==> src/rtl/ydemux4_frame.sv <==
`default_nettype none
// ============================================================================
// Module   : ydemux4_frame
// Purpose  : Collects a serial word stream into four lanes and holds the
//            completed frame until the consumer acknowledges it.
//            Optional YDEMUX4_SKID_EN: accept the next frame's first word in
//            the acknowledge cycle.
// Revision : 1.0 - initial release
// ============================================================================
module ydemux4_frame #(
    parameter int W = 32
) (
    input  logic         clk,
    input  logic         reset,
    input  logic [W-1:0] in_data,
    input  logic         in_valid,
    output logic         in_ready,
    input  logic         flush,
    input  logic         frame_ack,
    output logic [W-1:0] z0,
    output logic [W-1:0] z1,
    output logic [W-1:0] z2,
    output logic [W-1:0] z3,
    output logic [3:0]   lane_fill,
    output logic         frame_valid
);

    typedef enum logic [0:0] {
        FILL = 1'b0,
        HOLD = 1'b1
    } state_t;

    state_t     r_state;
    logic [1:0] r_cnt;
    logic       w_ready;
    logic       w_xfer;

    // Ready never looks at in_valid, so the source may wait on it freely.
    always_comb begin
        w_ready = 1'b0;
        if (!flush) begin
            if (r_state == FILL) begin
                w_ready = 1'b1;
            end else begin
`ifdef YDEMUX4_SKID_EN
                w_ready = frame_ack;
`else
                w_ready = 1'b0;
`endif
            end
        end
    end

    assign in_ready = w_ready;
    assign w_xfer   = in_valid && w_ready;

    always_ff @(posedge clk or posedge reset) begin
        if (reset) begin
            r_state     <= FILL;
            r_cnt       <= 2'd0;
            z0          <= '0;
            z1          <= '0;
            z2          <= '0;
            z3          <= '0;
            lane_fill   <= 4'b0000;
            frame_valid <= 1'b0;
        end else if (flush) begin
            // Lane contents survive a flush; only the bookkeeping is cleared.
            r_state     <= FILL;
            r_cnt       <= 2'd0;
            lane_fill   <= 4'b0000;
            frame_valid <= 1'b0;
        end else begin
            case (r_state)
                FILL: begin
                    if (w_xfer) begin
                        case (r_cnt)
                            2'd0:    z0 <= in_data;
                            2'd1:    z1 <= in_data;
                            2'd2:    z2 <= in_data;
                            default: z3 <= in_data;
                        endcase
                        lane_fill[r_cnt] <= 1'b1;
                        r_cnt            <= r_cnt + 2'd1;
                        if (r_cnt == 2'd3) begin
                            r_state     <= HOLD;
                            frame_valid <= 1'b1;
                        end
                    end
                end
                default: begin
                    if (frame_ack) begin
                        r_state     <= FILL;
                        frame_valid <= 1'b0;
                        lane_fill   <= 4'b0000;
                        r_cnt       <= 2'd0;
`ifdef YDEMUX4_SKID_EN
                        if (w_xfer) begin
                            z0        <= in_data;
                            lane_fill <= 4'b0001;
                            r_cnt     <= 2'd1;
                        end
`endif
                    end
                end
            endcase
        end
    end

endmodule
`default_nettype wire

==> config.mk <==
export PLATFORM = sky130hd
export DESIGN_NAME = ydemux4_frame
export DESIGN_NICKNAME = d
export VERILOG_FILES = /design/src/rtl/ydemux4_frame.sv
export SDC_FILE = /design/constraint.sdc
export NUM_CORES = 1
export LEC_CHECK = 0
export CORE_MARGIN = 5
export CORE_UTILIZATION = 35
export DETAILED_ROUTE_END_ITERATION = 7
export HOLD_SLACK_MARGIN = 0.1
export SYNTH_ARGS = -nofsm -noshare
export SYNTH_HDL_FRONTEND = slang
export SYNTH_SLANG_ARGS = --single-unit
==> constraint.sdc <==
create_clock -name clk -period 10.2 [get_ports clk]
set_input_delay 2.04 -clock clk [delete_from_list [all_inputs] [get_ports clk]]
set_output_delay 2.04 -clock clk [all_outputs]
set_load 0.01 [all_outputs]
==> run_results.csv, run 1 <==
group,metric,value,unit
status,run_status,"completed",
logic_synthesis,post_synth_num_cell_types,23,
critical_path,cp_cell_sequence,"clkdlybuf4s50_1 > nor2_2 > clkdlybuf4s50_1",
logic_synthesis,ys.warnings.count,0,
place,dp_worst_setup_slack,4.67,ns
detailed_routing,drt.antenna.violating_nets,0,
detailed_routing,num_vias,3281,
power_and_ir_drop,total_power,1.94,mW
power_and_ir_drop,sw_ratio,0.256,
sta,timing_worst_slew_pin_value,1.05,ns
critical_path,cp_data_arrival_time,3.49,ns
cells_and_area,layout.nets,537,
logic_synthesis,postSynth.topFlopCell,"sky130_fd_sc_hd__dfrtp_1",
critical_path,path_buf_inv,2,
sta,max_freq,181,MHz
power_and_ir_drop,power.leakage,3.40,nW
critical_path,timing.critical_path.max_delay_family,"buffers and inverters",
logic_synthesis,synth_most_common_cell,"sky130_fd_sc_hd__dfrtp_1",
power_and_ir_drop,max-vdd-ir-drop,0.114,mV
critical_path,reg2regPathDepth,6,
floorplanning,die_y,135,microns
critical_path,worstPathMaxFanout,12,
sta,final_period_minus_worst_setup_slack,5.53,ns
clocking,clkLatencyLatePin,0.42,ns
global_route,grt_first_pass_wirelength,20.2,mm
critical_path,worst_path_largest_cell_delay,0.64,ns
floorplanning,design.portCount,171,
logic_synthesis,synthesis.instances,320,
clocking,cts_made_buffers,17,
flow_run,drv.max_cap_violation_count,0,
critical_path,worstSetupEndpointType,"output pin",
global_route,gr-total-overflow,0,
floorplanning,fp.coreArea,15300,sq um
sta,setup_repair_after_global_routing_missed_its_margin,"false",
clocking,clk_transition_reported_paths,0.05,ns
critical_path,critical_path.slowest_cell,"sky130_fd_sc_hd__clkdlybuf4s50_1",
cells_and_area,num_antenna_cells,0,
sta,final_min_period_over_clock_period,0.542,
sta,skew,0.00817,ns
logic_synthesis,synth_edf_count,0,
sta,final_setup_violation_count,0,
hold_path,hold-path-cell-count,1,
clocking,holdBufCountCts,0,
cells_and_area,final_util,0.513,
clocking,clockBufferDepth,2,
power_and_ir_drop,pwr_density_cell,247,nW/um^2
detailed_routing,drtPass1Iterations,4,
logic_synthesis,synthDominantCellAreaShare,0.619,
logic_synthesis,seq_area_frac_synth,0.619,
place,weighted_congestion_at_the_end_of_routability_driven_global_placement,0.742,
hold_path,min-delay-path-class,"reg2reg",
sta,timing.final.hold_violations,0,
logic_synthesis,syn_avg_cell_area,17.2,sq um
floorplanning,rows,45,
clocking,cts_repair_resize_count,0,
detailed_routing,routed_wl,12.7,mm
critical_path,cp.required,8.16,ns
cells_and_area,layout-drive-gt1-share,0.321,
logic_synthesis,total_nets_after_synthesis,362,
floorplanning,die_width,135,microns
floorplanning,design.die.area,18300,sq um
sta,slew_viols_final,0,
clocking,tritoncts_clock_tree,"built",
cells_and_area,areaGrowthSynthToFinish,43.0,%
detailed_routing,routed_via_density,4.57,
global_route,grtUsageTotal,0.144,
power_and_ir_drop,power_switching,0.496,mW
logic_synthesis,postSynth.asyncResetShare,1.00,
clocking,clock-sinks,136,
floorplanning,start_util,0.359,
critical_path,startpoint_type,"primary input",
clocking,cts.root.buffer_cell,"sky130_fd_sc_hd__clkbuf_16",
logic_synthesis,synth.top_cells.by_count,"sky130_fd_sc_hd__dfrtp_1 (136), sky130_fd_sc_hd__mux2_2 (83), sky130_fd_sc_hd__mux2_4 (41), sky130_fd_sc_hd__buf_6 (12), sky130_fd_sc_hd__nand2_1 (7)",
detailed_routing,routed_wire_length_per_instance,17.7,microns
sta,max_slew_margin,0.301,
detailed_routing,detail_route.drc_violations,0,
critical_path,timing.setup.critical_path_class,"in2out",
critical_path,cp_num_cells,3,
critical_path,crit_path_frequent_cell,"sky130_fd_sc_hd__clkdlybuf4s50_1",
logic_synthesis,post_synth_main_area_contributors,"sky130_fd_sc_hd__dfrtp_1 (62%), sky130_fd_sc_hd__mux2_2 (17%), sky130_fd_sc_hd__mux2_4 (11%)",
logic_synthesis,synth.ff_latch_count,136,
clocking,cts_htree_levels,4,
global_route,grt_max_degree,72,
global_route,antenna_found_initial,0,
global_route,first_global_vias,3609,
clocking,postCtsSetupRepairBufs,0,
detailed_routing,drtIter0Drc,186,
power_and_ir_drop,p_seq_frac,0.392,
power_and_ir_drop,internal_power,1.44,mW
sta,tns,0,ns
critical_path,ff2ff_setup_slack,7.73,ns
sta,final.setup.worst_slack,4.67,ns
logic_synthesis,post_synth_instance_area,5490,sq um
place,dp.final_hpwl,8.71,mm
place,placement.io_buffers,170,
power_and_ir_drop,share_clk_of_total_power,0.315,
logic_synthesis,synth_largest_area_cell,"sky130_fd_sc_hd__dfrtp_1",
power_and_ir_drop,share_comb_of_total_power,0.293,
-- layer usage --
layer,share of wire,GRT usage,up-vias
met5,0,0,-
met1,0.43,0.179,1686
met4,0.013,0.0437,0
li1,-,-,1475
met3,0.076,0.0658,14
met2,0.48,0.225,106
-- power groups by stage --
stage	sequential, mW	combinational, mW	clock [mW]
after CTS	0.763	0.579	0.626
after detailed placement	0.770	0.577	0
after global routing	0.778	0.602	0.653
after floorplan	0.824	0.168	0
final	0.760	0.568	0.611
after global placement	0.765	0.570	0
-- state kept, by name (all words and copies together) (netlist names) --
register     count
z0              32
z1              32
z2              32
z3              32
lane_fill        4
r_cnt            2
frame_valid      1
r_state          1
-- cell usage in the layout (no fill, tap or decap), drive strengths merged, types with 3 or more instances in the layout --
cell,count
a21oi,6
buf,3
bufinv,3
clkbuf,22
clkdlybuf4s50,170
clkinv,6
dfrtp,136
ha,5
inv,4
mux2,129
nand2,7
nor2,4
-- through the flow --
| step | hold WS [ns] | std cells | cell area [sq um] |
|---|---|---|---|
| finish | 0.485 | 718 | 7850 |
| global route | 0.503 | 718 | 7850 |
| CTS | 0.486 | 718 | 7850 |
| detailed placement | 0.474 | 687 | 7270 |
| global placement | 0.472 | 687 | 7270 |
| floorplan | 0.529 | 320 | 5490 |
-- path summary, 6_finish.rpt --
path / startpoint / endpoint
worst max-delay path: flush / in_ready
worst min-delay path: z0[1]$_DFFE_PP0P_ / z0[1]$_DFFE_PP0P_
worst min register to register: z0[1]$_DFFE_PP0P_ / z0[1]$_DFFE_PP0P_
worst max register to register: r_cnt[0]$_DFFE_PP0P_ / z2[28]$_DFFE_PP0P_
max in group asynchronous: reset / z3[2]$_DFFE_PP0P_
min in group asynchronous: reset / z0[4]$_DFFE_PP0P_
-- cell families (layout without fill, tap and decap cells) --
family,Yosys count,count (layout),share of synthesized area
simple gates,19,19,0.0212
fa+ha+maj,5,5,0.0114
buf+inv,21,208,0.0437
mux,129,129,0.292
compound gates,10,10,0.0118
flops,136,136,0.619
-- layout make-up --
cell class	count	area, sq um
clock buffer	22	464
clock inverter	9	124
timing repair buffer	173	1720
sequential	136	3400
fill	1320	7460
multi-input combinational	163	1850
inverter	4	20.0
tap	211	264
-- worst reg2reg max path, stage by stage (launching register included) --
cell and delay, ns:
sky130_fd_sc_hd__dfrtp_1 0.44, sky130_fd_sc_hd__inv_1 0.11, sky130_fd_sc_hd__ha_1 0.14, sky130_fd_sc_hd__nand2_1 0.09, sky130_fd_sc_hd__nor3_4 0.74, sky130_fd_sc_hd__buf_4 0.44, sky130_fd_sc_hd__mux2_2 0.39
No activity file was read; power rests on OpenSTA's default activity.
==> run 2: changes to the inputs <==
clock period = 5.8 ns   (was 10.2 ns; I/O delays follow)
==> run_results.csv, run 2 (same netlist as run 1, synthesis figures left out) <==
group,metric,value,unit
cells_and_area,final_cell_mix,"sky130_fd_sc_hd__clkdlybuf4s50_1 (170), sky130_fd_sc_hd__dfrtp_1 (136), sky130_fd_sc_hd__mux2_2 (83)",
clocking,clkLatencyLatePin,0.40,ns
floorplanning,design.portCount,171,
detailed_routing,detail_route.drc_violations,0,
sta,max_slew_margin,0.291,
floorplanning,rows,45,
power_and_ir_drop,power.leakage,3.40,nW
cells_and_area,layout-drive-gt1-share,0.320,
power_and_ir_drop,max-vdd-ir-drop,0.184,mV
floorplanning,start_util,0.359,
global_route,gr-max-usage-layer,"met2",
global_route,grt_util_met1,0.179,
cells_and_area,final_area,7860,sq um
place,dp.final_hpwl,8.72,mm
sta,slew_viols_final,0,
detailed_routing,routed_via_density,4.57,
detailed_routing,routed_wl,12.8,mm
floorplanning,die_width,135,microns
critical_path,timing.setup.critical_path_class,"in2out",
sta,timing.final.hold_violations,0,
sta,final_setup_violation_count,0,
floorplanning,fp.coreArea,15300,sq um
critical_path,startpoint_type,"primary input",
clocking,cts_repair_resize_count,0,
clocking,clockBufferDepth,2,
cells_and_area,final_common_cell,"sky130_fd_sc_hd__clkdlybuf4s50_1",
detailed_routing,drtPass1Iterations,6,
sta,timing_worst_slew_pin_value,1.06,ns
cells_and_area,num_antenna_cells,0,
global_route,grtUsageTotal,0.144,
sta,setup_repair_after_global_routing_missed_its_margin,"false",
critical_path,cp_data_arrival_time,2.60,ns
detailed_routing,routed_wire_length_per_instance,17.8,microns
clocking,cts_htree_levels,4,
global_route,antenna_found_initial,0,
global_route,grt_first_pass_wirelength,20.5,mm
place,placement.io_buffers,170,
place,placedInstanceArea,7270,sq um
sta,final_period_minus_worst_setup_slack,3.76,ns
sta,final_min_period_over_clock_period,0.649,
floorplanning,design.die.area,18300,sq um
hold_path,min-delay-path-class,"reg2reg",
clocking,clock-sinks,136,
sta,max_freq,266,MHz
global_route,gr-total-overflow,0,
critical_path,worstSetupEndpointType,"output pin",
cells_and_area,fillerInstances,1332,
clocking,cts.root.buffer_cell,"sky130_fd_sc_hd__clkbuf_16",
global_route,groute.layer.met2.usage,0.230,
global_route,grt_max_degree,105,
clocking,tritoncts_clock_tree,"built",
floorplanning,die_y,135,microns
global_route,gr-usage-met3,0.0565,
detailed_routing,drtIter0Drc,167,
detailed_routing,drt.antenna.violating_nets,0,
status,run_status,"completed",
place,weighted_congestion_at_the_end_of_routability_driven_global_placement,0.745,
clocking,postCtsSetupRepairBufs,0,
cells_and_area,areaGrowthSynthToFinish,43.0,%
cells_and_area,layout.nets,537,
flow_run,drv.max_cap_violation_count,0,
clocking,clk_transition_reported_paths,0.05,ns
sta,tns,0,ns
power_and_ir_drop,pwr_density_cell,435,nW/um^2
sta,skew,0.00538,ns
critical_path,cp.required,4.64,ns
clocking,holdBufCountCts,0,
clocking,cts_made_buffers,17,
detailed_routing,num_vias,3280,
global_route,first_global_vias,3675,
critical_path,worstPathMaxFanout,12,
-- run 2: worst max-delay path, stage by stage --
cell and delay, ns:
sky130_fd_sc_hd__clkdlybuf4s50_1 0.64, sky130_fd_sc_hd__nor2_2 0.24, sky130_fd_sc_hd__clkdlybuf4s50_1 0.56
-- run 2: worst paths after layout --
path / startpoint / endpoint / slack [ns] / cells after the start
setup / recovery: flush / in_ready / 2.04 / 3
hold / removal: z0[1]$_DFFE_PP0P_ / z0[1]$_DFFE_PP0P_ / 0.49 / 1
setup reg to reg: r_cnt[0]$_DFFE_PP0P_ / z2[16]$_DFFE_PP0P_ / 3.41 / 6
hold reg to reg: z0[1]$_DFFE_PP0P_ / z0[1]$_DFFE_PP0P_ / 0.49 / 1
max in group asynchronous: reset / z3[20]$_DFFE_PP0P_ / 3.47 / 3
min in group asynchronous: reset / z0[4]$_DFFE_PP0P_ / 1.33 / 2
-- run 2: per-stage QoR --
| stage | total power, mW | worst slack (ns) | util | hold slack (ns) | instances |
|---|---|---|---|---|---|
| floorplan | 1.75 | 1.00 | - | 0.529 | 320 |
| global placement | 2.35 | 2.05 | 0.474 | 0.470 | 687 |
| detailed placement | 2.37 | 2.04 | 0.474 | 0.475 | 687 |
| CTS | 3.47 | 2.03 | 0.513 | 0.489 | 718 |
| global route | 3.58 | 1.99 | 0.513 | 0.510 | 718 |
| finish | 3.42 | 2.04 | 0.513 | 0.485 | 718 |
-- run 2: final cells by class --
type,instances,area [sq um],share of cell area
Sequential cell,136,3400,0.433
Tap cell,211,264,0.0336
Inverter,4,20.0,0.00255
Clock inverter,8,121,0.0155
Timing Repair Buffer,173,1720,0.219
Multi-Input combinational cell,163,1850,0.236
Clock buffer,23,468,0.0596
-- run 2: report_power, final --
group          internal (mW)  switching (mW)  total (mW)
sequential              1.20           0.139        1.34
combinational          0.649           0.351        1.00
clock                  0.695           0.384        1.08
-- run 2: metal layers --
| metal | wire length (microns) | vias up |
|---|---|---|
| li1 | - | 1471 |
| met1 | 5430 | 1685 |
| met2 | 6110 | 107 |
| met3 | 1020 | 17 |
| met4 | 198 | 0 |
| met5 | 0 | - |
